[config.mk]
export PLATFORM = sky130hd
export DESIGN_NAME = wb_mem_arbiter_flat
export DESIGN_NICKNAME = d
export VERILOG_FILES = /design/src/rtl/wb_mem_arbiter_if.sv /design/src/rtl/wb_mem_arbiter.sv /design/src/flat_wrapper.sv
export SDC_FILE = /design/constraint.sdc
export NUM_CORES = 1
export LEC_CHECK = 0
export BUFFER_PORTS_ARGS = -buffer_cell sky130_fd_sc_hd__buf_2
export CORE_AREA = 5 5 119 121
export CTS_BUF_LIST = sky130_fd_sc_hd__clkbuf_8
export CTS_CLUSTER_SIZE = 30
export DETAILED_ROUTE_END_ITERATION = 8
export DIE_AREA = 0 0 124 126
export RECOVER_POWER = 25
export REMOVE_ABC_BUFFERS = 1
export SLEW_MARGIN = 20
export SYNTH_ARGS = -nofsm -noshare
export SYNTH_HDL_FRONTEND = slang
export SYNTH_SLANG_ARGS = --single-unit
[constraint.sdc]
create_clock -name clk_i -period 3.5 [get_ports clk_i]
set_input_delay 0.35 -clock clk_i [delete_from_list [all_inputs] [get_ports clk_i]]
set_output_delay 0.35 -clock clk_i [all_outputs]
set_load 0.05 [all_outputs]
[src/rtl/wb_mem_arbiter_if.sv]
// Bus bundle between the two CPU Wishbone ports, the arbiter and the memory controller.
//
// Signal names are taken from the arbiter's point of view: *_i enters the arbiter and
// *_o leaves it.
//   m0_* : data-memory master port      (cyc/stb/we/addr/sel/data in, data/ack/err out)
//   m1_* : instruction-fetch master port (same set as m0_*)
//   s_*  : memory slave port            (cyc/stb/we/addr/sel/data out, data/ack in)
//
// Modports:
//   slave  - the arbiter. It is the Wishbone slave of both CPU ports and drives the
//            memory port.
//   master - the surrounding environment (CPU ports plus memory controller). It drives
//            every *_i signal and observes every *_o signal.
interface wb_mem_arbiter_if;

  // Master 0 (data memory)
  logic        m0_cyc_i;
  logic        m0_stb_i;
  logic        m0_we_i;
  logic [31:0] m0_addr_i;
  logic [3:0]  m0_sel_i;
  logic [31:0] m0_data_i;
  logic [31:0] m0_data_o;
  logic        m0_ack_o;
  logic        m0_err_o;

  // Master 1 (instruction fetch)
  logic        m1_cyc_i;
  logic        m1_stb_i;
  logic        m1_we_i;
  logic [31:0] m1_addr_i;
  logic [3:0]  m1_sel_i;
  logic [31:0] m1_data_i;
  logic [31:0] m1_data_o;
  logic        m1_ack_o;
  logic        m1_err_o;

  // Memory slave
  logic        s_cyc_o;
  logic        s_stb_o;
  logic        s_we_o;
  logic [31:0] s_addr_o;
  logic [3:0]  s_sel_o;
  logic [31:0] s_data_o;
  logic [31:0] s_data_i;
  logic        s_ack_i;

  modport slave (
    input  m0_cyc_i, m0_stb_i, m0_we_i, m0_addr_i, m0_sel_i, m0_data_i,
    output m0_data_o, m0_ack_o, m0_err_o,
    input  m1_cyc_i, m1_stb_i, m1_we_i, m1_addr_i, m1_sel_i, m1_data_i,
    output m1_data_o, m1_ack_o, m1_err_o,
    output s_cyc_o, s_stb_o, s_we_o, s_addr_o, s_sel_o, s_data_o,
    input  s_data_i, s_ack_i
  );

  modport master (
    output m0_cyc_i, m0_stb_i, m0_we_i, m0_addr_i, m0_sel_i, m0_data_i,
    input  m0_data_o, m0_ack_o, m0_err_o,
    output m1_cyc_i, m1_stb_i, m1_we_i, m1_addr_i, m1_sel_i, m1_data_i,
    input  m1_data_o, m1_ack_o, m1_err_o,
    input  s_cyc_o, s_stb_o, s_we_o, s_addr_o, s_sel_o, s_data_o,
    output s_data_i, s_ack_i
  );

endinterface

[src/rtl/wb_mem_arbiter.sv]
// Two-master round-robin Wishbone arbiter in front of the board SSRAM/flash controller.
//
// Master 0 is the data-memory port, master 1 the instruction-fetch port. One master is
// granted at a time; on a tie the master that did not complete last wins. Every slave
// transaction is followed by at least one GAP cycle with cyc/stb low, because the memory
// controller starts an access on the rising edge of its request. A watchdog ends any
// access the slave leaves unacknowledged for TIMEOUT cycles with an error to the master.
//
// Ports:
//   clk_i    - system clock, rising-edge active
//   rst_n_i  - asynchronous active-low reset
//   bus      - wb_mem_arbiter_if.slave bundle (both master ports and the slave port)
//
// Parameters:
//   TIMEOUT  - BUSY cycles without s_ack_i before the access is aborted (2..255)
module wb_mem_arbiter #(
  parameter int unsigned TIMEOUT = 64
) (
  input  logic               clk_i,
  input  logic               rst_n_i,
  wb_mem_arbiter_if.slave    bus
);

  typedef enum logic [1:0] {
    StIdle,
    StBusy,
    StGap
  } state_e;

  // Watchdog count reached in the last permitted BUSY cycle.
  localparam logic [7:0] TcntLast = 8'(TIMEOUT - 1);

  state_e     state_q, state_d;
  logic       gnt_q, gnt_d;
  logic       last_q, last_d;
  logic [7:0] tcnt_q, tcnt_d;

  logic req0, req1;
  logic arb_req;
  logic arb_pick;
  logic gnt_req;
  logic busy;
  logic fwd_ack;
  logic fwd_err;

  assign req0     = bus.m0_cyc_i & bus.m0_stb_i;
  assign req1     = bus.m1_cyc_i & bus.m1_stb_i;
  assign arb_req  = req0 | req1;
  // Tie goes to the master that did not complete last; otherwise the lone requester.
  assign arb_pick = (req0 & req1) ? ~last_q : req1;
  assign gnt_req  = gnt_q ? req1 : req0;
  assign busy     = (state_q == StBusy);

  // An abort (granted master dropping its request) masks both ack and timeout.
  assign fwd_ack = busy & gnt_req & bus.s_ack_i;
  assign fwd_err = busy & gnt_req & ~bus.s_ack_i & (tcnt_q == TcntLast);

  // State register
  always_ff @(posedge clk_i or negedge rst_n_i) begin
    if (!rst_n_i) begin
      state_q <= StIdle;
      gnt_q   <= 1'b0;
      last_q  <= 1'b1;
      tcnt_q  <= 8'd0;
    end else begin
      state_q <= state_d;
      gnt_q   <= gnt_d;
      last_q  <= last_d;
      tcnt_q  <= tcnt_d;
    end
  end

  // Next-state logic
  always_comb begin
    state_d = state_q;
    gnt_d   = gnt_q;
    last_d  = last_q;
    tcnt_d  = tcnt_q;
    unique case (state_q)
      StIdle, StGap: begin
        if (arb_req) begin
          state_d = StBusy;
          gnt_d   = arb_pick;
          tcnt_d  = 8'd0;
        end else begin
          state_d = StIdle;
        end
      end
      StBusy: begin
        // Exit at TcntLast <= 254 happens before this can wrap.
        tcnt_d = tcnt_q + 8'd1;
        if (!gnt_req) begin
          state_d = StGap;
        end else if (bus.s_ack_i) begin
          state_d = StGap;
          last_d  = gnt_q;
        end else if (tcnt_q == TcntLast) begin
          state_d = StGap;
          last_d  = gnt_q;
        end
      end
      default: state_d = StIdle;
    endcase
  end

  // Output logic; the slave port follows the granted master only while BUSY.
  always_comb begin
    bus.s_cyc_o  = 1'b0;
    bus.s_stb_o  = 1'b0;
    bus.s_we_o   = 1'b0;
    bus.s_addr_o = 32'd0;
    bus.s_sel_o  = 4'd0;
    bus.s_data_o = 32'd0;
    if (busy) begin
      bus.s_cyc_o  = 1'b1;
      bus.s_stb_o  = 1'b1;
      bus.s_we_o   = gnt_q ? bus.m1_we_i   : bus.m0_we_i;
      bus.s_addr_o = gnt_q ? bus.m1_addr_i : bus.m0_addr_i;
      bus.s_sel_o  = gnt_q ? bus.m1_sel_i  : bus.m0_sel_i;
      bus.s_data_o = gnt_q ? bus.m1_data_i : bus.m0_data_i;
    end

    // Read data is broadcast; each master qualifies it with its own ack.
    bus.m0_data_o = bus.s_data_i;
    bus.m1_data_o = bus.s_data_i;

    bus.m0_ack_o = fwd_ack & ~gnt_q;
    bus.m1_ack_o = fwd_ack &  gnt_q;
    bus.m0_err_o = fwd_err & ~gnt_q;
    bus.m1_err_o = fwd_err &  gnt_q;
  end

endmodule
[src/flat_wrapper.sv]
// flat-port wrapper written by rule: the top's interface ports become plain ports
module wb_mem_arbiter_flat 
#(
  parameter int unsigned TIMEOUT = 64
)
  (clk_i, rst_n_i, bus_m0_cyc_i, bus_m0_stb_i, bus_m0_we_i, bus_m0_addr_i, bus_m0_sel_i, bus_m0_data_i, bus_m0_data_o, bus_m0_ack_o, bus_m0_err_o, bus_m1_cyc_i, bus_m1_stb_i, bus_m1_we_i, bus_m1_addr_i, bus_m1_sel_i, bus_m1_data_i, bus_m1_data_o, bus_m1_ack_o, bus_m1_err_o, bus_s_cyc_o, bus_s_stb_o, bus_s_we_o, bus_s_addr_o, bus_s_sel_o, bus_s_data_o, bus_s_data_i, bus_s_ack_i);
  wb_mem_arbiter_if bus_i ();
  input  logic clk_i;
  input  logic rst_n_i;
  input wire logic [$bits(bus_i.m0_cyc_i)-1:0] bus_m0_cyc_i;
  input wire logic [$bits(bus_i.m0_stb_i)-1:0] bus_m0_stb_i;
  input wire logic [$bits(bus_i.m0_we_i)-1:0] bus_m0_we_i;
  input wire logic [$bits(bus_i.m0_addr_i)-1:0] bus_m0_addr_i;
  input wire logic [$bits(bus_i.m0_sel_i)-1:0] bus_m0_sel_i;
  input wire logic [$bits(bus_i.m0_data_i)-1:0] bus_m0_data_i;
  output wire logic [$bits(bus_i.m0_data_o)-1:0] bus_m0_data_o;
  output wire logic [$bits(bus_i.m0_ack_o)-1:0] bus_m0_ack_o;
  output wire logic [$bits(bus_i.m0_err_o)-1:0] bus_m0_err_o;
  input wire logic [$bits(bus_i.m1_cyc_i)-1:0] bus_m1_cyc_i;
  input wire logic [$bits(bus_i.m1_stb_i)-1:0] bus_m1_stb_i;
  input wire logic [$bits(bus_i.m1_we_i)-1:0] bus_m1_we_i;
  input wire logic [$bits(bus_i.m1_addr_i)-1:0] bus_m1_addr_i;
  input wire logic [$bits(bus_i.m1_sel_i)-1:0] bus_m1_sel_i;
  input wire logic [$bits(bus_i.m1_data_i)-1:0] bus_m1_data_i;
  output wire logic [$bits(bus_i.m1_data_o)-1:0] bus_m1_data_o;
  output wire logic [$bits(bus_i.m1_ack_o)-1:0] bus_m1_ack_o;
  output wire logic [$bits(bus_i.m1_err_o)-1:0] bus_m1_err_o;
  output wire logic [$bits(bus_i.s_cyc_o)-1:0] bus_s_cyc_o;
  output wire logic [$bits(bus_i.s_stb_o)-1:0] bus_s_stb_o;
  output wire logic [$bits(bus_i.s_we_o)-1:0] bus_s_we_o;
  output wire logic [$bits(bus_i.s_addr_o)-1:0] bus_s_addr_o;
  output wire logic [$bits(bus_i.s_sel_o)-1:0] bus_s_sel_o;
  output wire logic [$bits(bus_i.s_data_o)-1:0] bus_s_data_o;
  input wire logic [$bits(bus_i.s_data_i)-1:0] bus_s_data_i;
  input wire logic [$bits(bus_i.s_ack_i)-1:0] bus_s_ack_i;
  assign bus_i.m0_cyc_i = bus_m0_cyc_i;
  assign bus_i.m0_stb_i = bus_m0_stb_i;
  assign bus_i.m0_we_i = bus_m0_we_i;
  assign bus_i.m0_addr_i = bus_m0_addr_i;
  assign bus_i.m0_sel_i = bus_m0_sel_i;
  assign bus_i.m0_data_i = bus_m0_data_i;
  assign bus_m0_data_o = bus_i.m0_data_o;
  assign bus_m0_ack_o = bus_i.m0_ack_o;
  assign bus_m0_err_o = bus_i.m0_err_o;
  assign bus_i.m1_cyc_i = bus_m1_cyc_i;
  assign bus_i.m1_stb_i = bus_m1_stb_i;
  assign bus_i.m1_we_i = bus_m1_we_i;
  assign bus_i.m1_addr_i = bus_m1_addr_i;
  assign bus_i.m1_sel_i = bus_m1_sel_i;
  assign bus_i.m1_data_i = bus_m1_data_i;
  assign bus_m1_data_o = bus_i.m1_data_o;
  assign bus_m1_ack_o = bus_i.m1_ack_o;
  assign bus_m1_err_o = bus_i.m1_err_o;
  assign bus_s_cyc_o = bus_i.s_cyc_o;
  assign bus_s_stb_o = bus_i.s_stb_o;
  assign bus_s_we_o = bus_i.s_we_o;
  assign bus_s_addr_o = bus_i.s_addr_o;
  assign bus_s_sel_o = bus_i.s_sel_o;
  assign bus_s_data_o = bus_i.s_data_o;
  assign bus_i.s_data_i = bus_s_data_i;
  assign bus_i.s_ack_i = bus_s_ack_i;
  wb_mem_arbiter #(.TIMEOUT(TIMEOUT)) u_core (.clk_i(clk_i), .rst_n_i(rst_n_i), .bus(bus_i));
endmodule
### Word-level counts from Yosys, hierarchy flattened

Cells that the tools add are included.
Widths: inputs -> output; s select.

* flip-flop bits (word level): 12
* input bits: 177
* output and inout port bits: 139
* logic and storage cells: 52

* $add $sub $neg: 1
* equal/unequal tests: 5
* muxes and demuxes: 20
* bitwise operators: 15
* reduce and logical (&&, ||, !) cells: 7

Operators by type and width (number)
* $mux 32: 4
* $pmux 8 s2: 1
* $and 1x1->1: 11
* $add 8x1->8 const B: 1
* $eq 8x6->1 const B: 1
* $mux 1: 8
* $mux 4: 2
* $mux 8: 1
* $mux 2: 3
* $ne 4x4->1 const B: 1
* $pmux 2 s2: 1
* $reduce_and 2->1: 2
* $reduce_bool 2->1: 2
* $not 1->1: 3
* $reduce_and 3->1: 1
* $eq 2x1->1 const B: 1
* $eq 2x2->1 const B: 1
* $logic_not 2->1: 1
* $ne 2x1->1 const B: 1
* $reduce_or 2->1: 1
* $or 1x1->1: 1

### Logic depth before layout (Yosys ltp)

* depth in word-level cells: 6
* depth in mapped cells: 6
* gate-level depth less buffers: 5

### Worst setup path before layout

No wires, ideal clock.

* path type: register to output
* start: reg u_core.tcnt_q[0]
* end: out bus_m0_err_o
* arrival time: 2643 ps
* required time: 3150 ps
* setup slack: 507 ps
* cell stages (with the launch flop): 5
* path buffers: 0
* path through: dfrtp_1 > ha_1 > nand3_4 > nor4_4 > nor4b_1

* word-level cells in the longest chain between the ends: 3

Ends and longest elaborated chain
* start: declaration: RTL line wb_mem_arbiter.sv:36 `logic [7:0] tcnt_q, tcnt_d;`
* start signal: assignment: RTL line wb_mem_arbiter.sv:69 `tcnt_q <= tcnt_d;`
* $eq 8x6->1: RTL line wb_mem_arbiter.sv:56 `assign fwd_err = busy & gnt_req & ~bus.s_ack_i & (tcnt_q == TcntLast);`
* $and 1x1->1: RTL line wb_mem_arbiter.sv:56
* $and 1x1->1: RTL line wb_mem_arbiter.sv:129 `bus.m0_err_o = fwd_err & ~gnt_q;`
* end: declaration: RTL line flat_wrapper.sv:18 `output wire logic [$bits(bus_i.m0_err_o)-1:0] bus_m0_err_o;`

Every way passes these cells.

### Worst setup path after layout

* start: reg u_core.gnt_q
* end: out bus_s_data_o[4]

* word-level cells in the longest chain between the ends: 2

Ends and longest elaborated chain
* start: declaration: RTL line wb_mem_arbiter.sv:34 `logic gnt_q, gnt_d;`
* start signal: assignment: RTL line wb_mem_arbiter.sv:67 `gnt_q <= gnt_d;`
* $mux 32: RTL line wb_mem_arbiter.sv:120 `bus.s_data_o = gnt_q ? bus.m1_data_i : bus.m0_data_i;`
* $mux 32: RTL line wb_mem_arbiter.sv:114 `if (busy) begin`
* end: declaration: RTL line flat_wrapper.sv:33 `output wire logic [$bits(bus_i.s_data_o)-1:0] bus_s_data_o;`

Every way passes these cells.

==> impl_metrics.csv <==
group,metric,value,unit
hold_path,min_path_type,"input port to register",
critical_path,path_class,"register to output port",
timing,max_freq,400,MHz
power,total_leakage_power,1.83,nW
power,switching_share,56.3,%
critical_path,setup.worst_path.end_class,"output port",
flow_run,maxCapViolCount,0,
clock_tree,cts_buffer_depth,2,
routing,postRouteAntennaNets,0,
outcome,status,"completed",
routing,drt_iter0_drc,108,
synthesis,synthCells,289,
floorplanning,die_w,124,um
global_route,grt_max_degree,46,
clock_tree,numClockSinks,12,
floorplanning,core-area,13000,um2
power,clkPwrFrac,12.1,%
floorplanning,rows,42,
synthesis,ys.flop_type,"dfrtp_1",
floorplanning,die-area,15600,um2
critical_path,cpMaxStageDelayCell,"dfrtp_4",
critical_path,arrival,2.15,ns
power,powerDensity,429,nW/um2
synthesis,yosys_warnings,0,
routing,routed_wl,11.9,mm
timing,slew_viol_final,0,
finish,fin_util,23.5,%
synthesis,ys_async_sr_fraction,100,%
critical_path,reg2reg_depth,5,
routing,first_pass_iters,4,
synthesis,ys_ff_latch,12,
synthesis,synth_area_per_cell,7.71,um2
global_route,antenna_found_initial,1,
critical_path,max_stage_delay,0.72,ns
critical_path,crit_buf_inv,2,
critical_path,critPathLaunchType,"register",
synthesis,synth-seq-area-share,13.5,%
clock_tree,htree_levels,1,
finish,syn2layout_area_growth,36.9,%
critical_path,cp_num_cells,4,
power,pwr-share-seq,17.9,%
routing,drc_errors,0,
power,power_switching,736,uW
critical_path,worstPathCellList,"buf_4 > mux2i_1 > nor2_1 > buf_2",
clock_tree,cts_tree,"built",
hold_path,hold_depth,3,
power,p_int,570,uW
global_route,grt_first_pass_wirelength,16.2,mm
routing,vias,2507,
timing,hold_ws,0.436,ns
global_route,grt_pass1_vias,2556,
timing,setup_violations,0,
clock_tree,clk_pin_slew_worst_paths,0.06,ns
timing,rsz0062_at_grt,"false",
finish,nNetsFinal,613,
synthesis,synth_cell_types,35,
timing,hold_viol,0,
routing,wl_per_cell,19.4,um
floorplanning,initial_core_util,17.2,%
timing,worstMarginPinSlew,0.538,ns
clock_tree,cts_buffers,3,
finish,drive_gt1_share,54.4,%
timing,min_period,2.50,ns
clock_tree,clk_latency,0.25,ns
timing,finalCritPeriodShare,71.4,%
synthesis,synth.cell_area,2230,um2
clock_tree,cts_post_setup_buffers_inserted,0,
floorplanning,die-height,126,um
critical_path,crit_fanout,31,
power,comb_power_share,70.0,%
critical_path,path_delay_family,"buffers and inverters",
synthesis,synth_edf_count,0,
place,io_buffers,219,
power,ir_drop,0.138,mV
timing,finClkSkew,0.00111,ns
critical_path,worstPathRequired,3.15,ns
timing,slew_headroom,64.1,%
finish,diodes,0,
global_route,track_usage,14.1,%
clock_tree,cts_root_buf,"clkbuf_8",
floorplanning,io_pins,316,
place,place_congestion,0.819,
place,dp_hpwl,10.2,mm
global_route,overflow,0,
routing,drt-vias-per-instance,4.11,
## per-stage QoR
stage	setup slack, ns	instance area [um2]	TNS (ns)	std cells	total power [mW]
5_1_grt	0.885	3050	0	610	1.39
4_1_cts	0.998	3050	0	610	1.32
2_1_floorplan	-1.39	1630	-17.09	207	0.936
3_3_place_gp	1.28	2980	0	605	1.15
6_report	1.00	3050	0	610	1.31
3_5_place_dp	1.27	2980	0	605	1.16
## cells in the final DEF (no fill, tap or decap), types with 2 or more instances in the layout
cell,n
buf_2,219
nor2_1,75
mux2i_1,70
dfrtp_1,10
o21ai_0,9
nand2_1,7
nor3_1,4
clkbuf_8,4
a21oi_1,3
buf_4,3
inv_1,2
and3_1,2
nor4b_1,2
a31oi_1,2
nand4_1,2
## synthesized netlist by cell type, drive strengths merged (2+ instances only)
master / count / share of area, %
nor4b: 2 / 0.79
nand4: 2 / 0.56
buf: 81 / 27
inv: 3 / 0.84
nor3: 4 / 0.90
dfrtp: 11 / 12
a21oi: 3 / 0.67
a31oi: 2 / 0.56
nor2: 75 / 13
mux2i: 70 / 31
and3: 3 / 0.90
nand2: 7 / 1.2
o21ai: 10 / 2.8
nand3: 2 / 1.0
## kinds of logic after synthesis
| family | after synthesis | synth area share [%] |
|---|---|---|
| fa+ha+maj | 1 | 0.562 |
| mux | 71 | 32.1 |
| compound gates | 21 | 6.35 |
| simple gates | 99 | 19.9 |
| buf+inv | 85 | 27.5 |
| flops | 12 | 13.5 |
## state kept, by name, indices dropped and copies added, names as in the netlist
register        count
u_core.state_q      2
u_core.gnt_q        1
u_core.last_q       1
u_core.tcnt_q       8
## area by class of cell
cell class              count  area, um2
repair buffers            223       1130
well taps                 176        220
inverters                   3       18.8
clock buffers               4       55.1
multi-input cells         192       1320
fillers                  1508       9930
flip-flops and latches     12        305
## layer usage
layer	up-vias	share of wire (%)	wire [um]	global-route usage (%)
met3	10	21	2500	11.4
met1	1059	41	4840	19.0
met5	-	1.4	170	8.22
met4	6	0.50	59	1.87
met2	233	36	4300	16.9
li1	1199	-	-	-
## worst min-delay path, stage by stage
cell	delay, ns
buf_2	0.13
nor3_1	0.08
nor2_1	0.08
## power groups by stage
| stage | clock [mW] | sequential, mW | combinational (mW) |
|---|---|---|---|
| after floorplan | 0 | 0.265 | 0.671 |
| after global placement | 0 | 0.237 | 0.917 |
| after detailed placement | 0 | 0.237 | 0.921 |
| after CTS | 0.162 | 0.236 | 0.923 |
| after global routing | 0.169 | 0.242 | 0.976 |
| final | 0.157 | 0.234 | 0.914 |
## worst paths after layout
kind / from / endpoint / slack [ns]
max in group asynchronous: rst_n_i / u_core.last_q / 2.70
min reg2reg: u_core.tcnt_q[5] / u_core.tcnt_q[5] / 0.55
max: u_core.gnt_q / bus_s_data_o[4] / 1.00
min in group asynchronous: rst_n_i / u_core.tcnt_q[3] / 0.52
min: bus_s_ack_i / u_core.state_q[1] / 0.44
max reg2reg: u_core.state_q[0] / u_core.tcnt_q[4] / 1.65
## what timing repair did
action / CTS / global route
gates resized for setup: 0 / 0
endpoints found under the hold margin: 11 / 0
hold buffers: 1 / 0
setup endpoints to repair: 0 / 0
No activity file was read; power rests on OpenSTA's default activity.
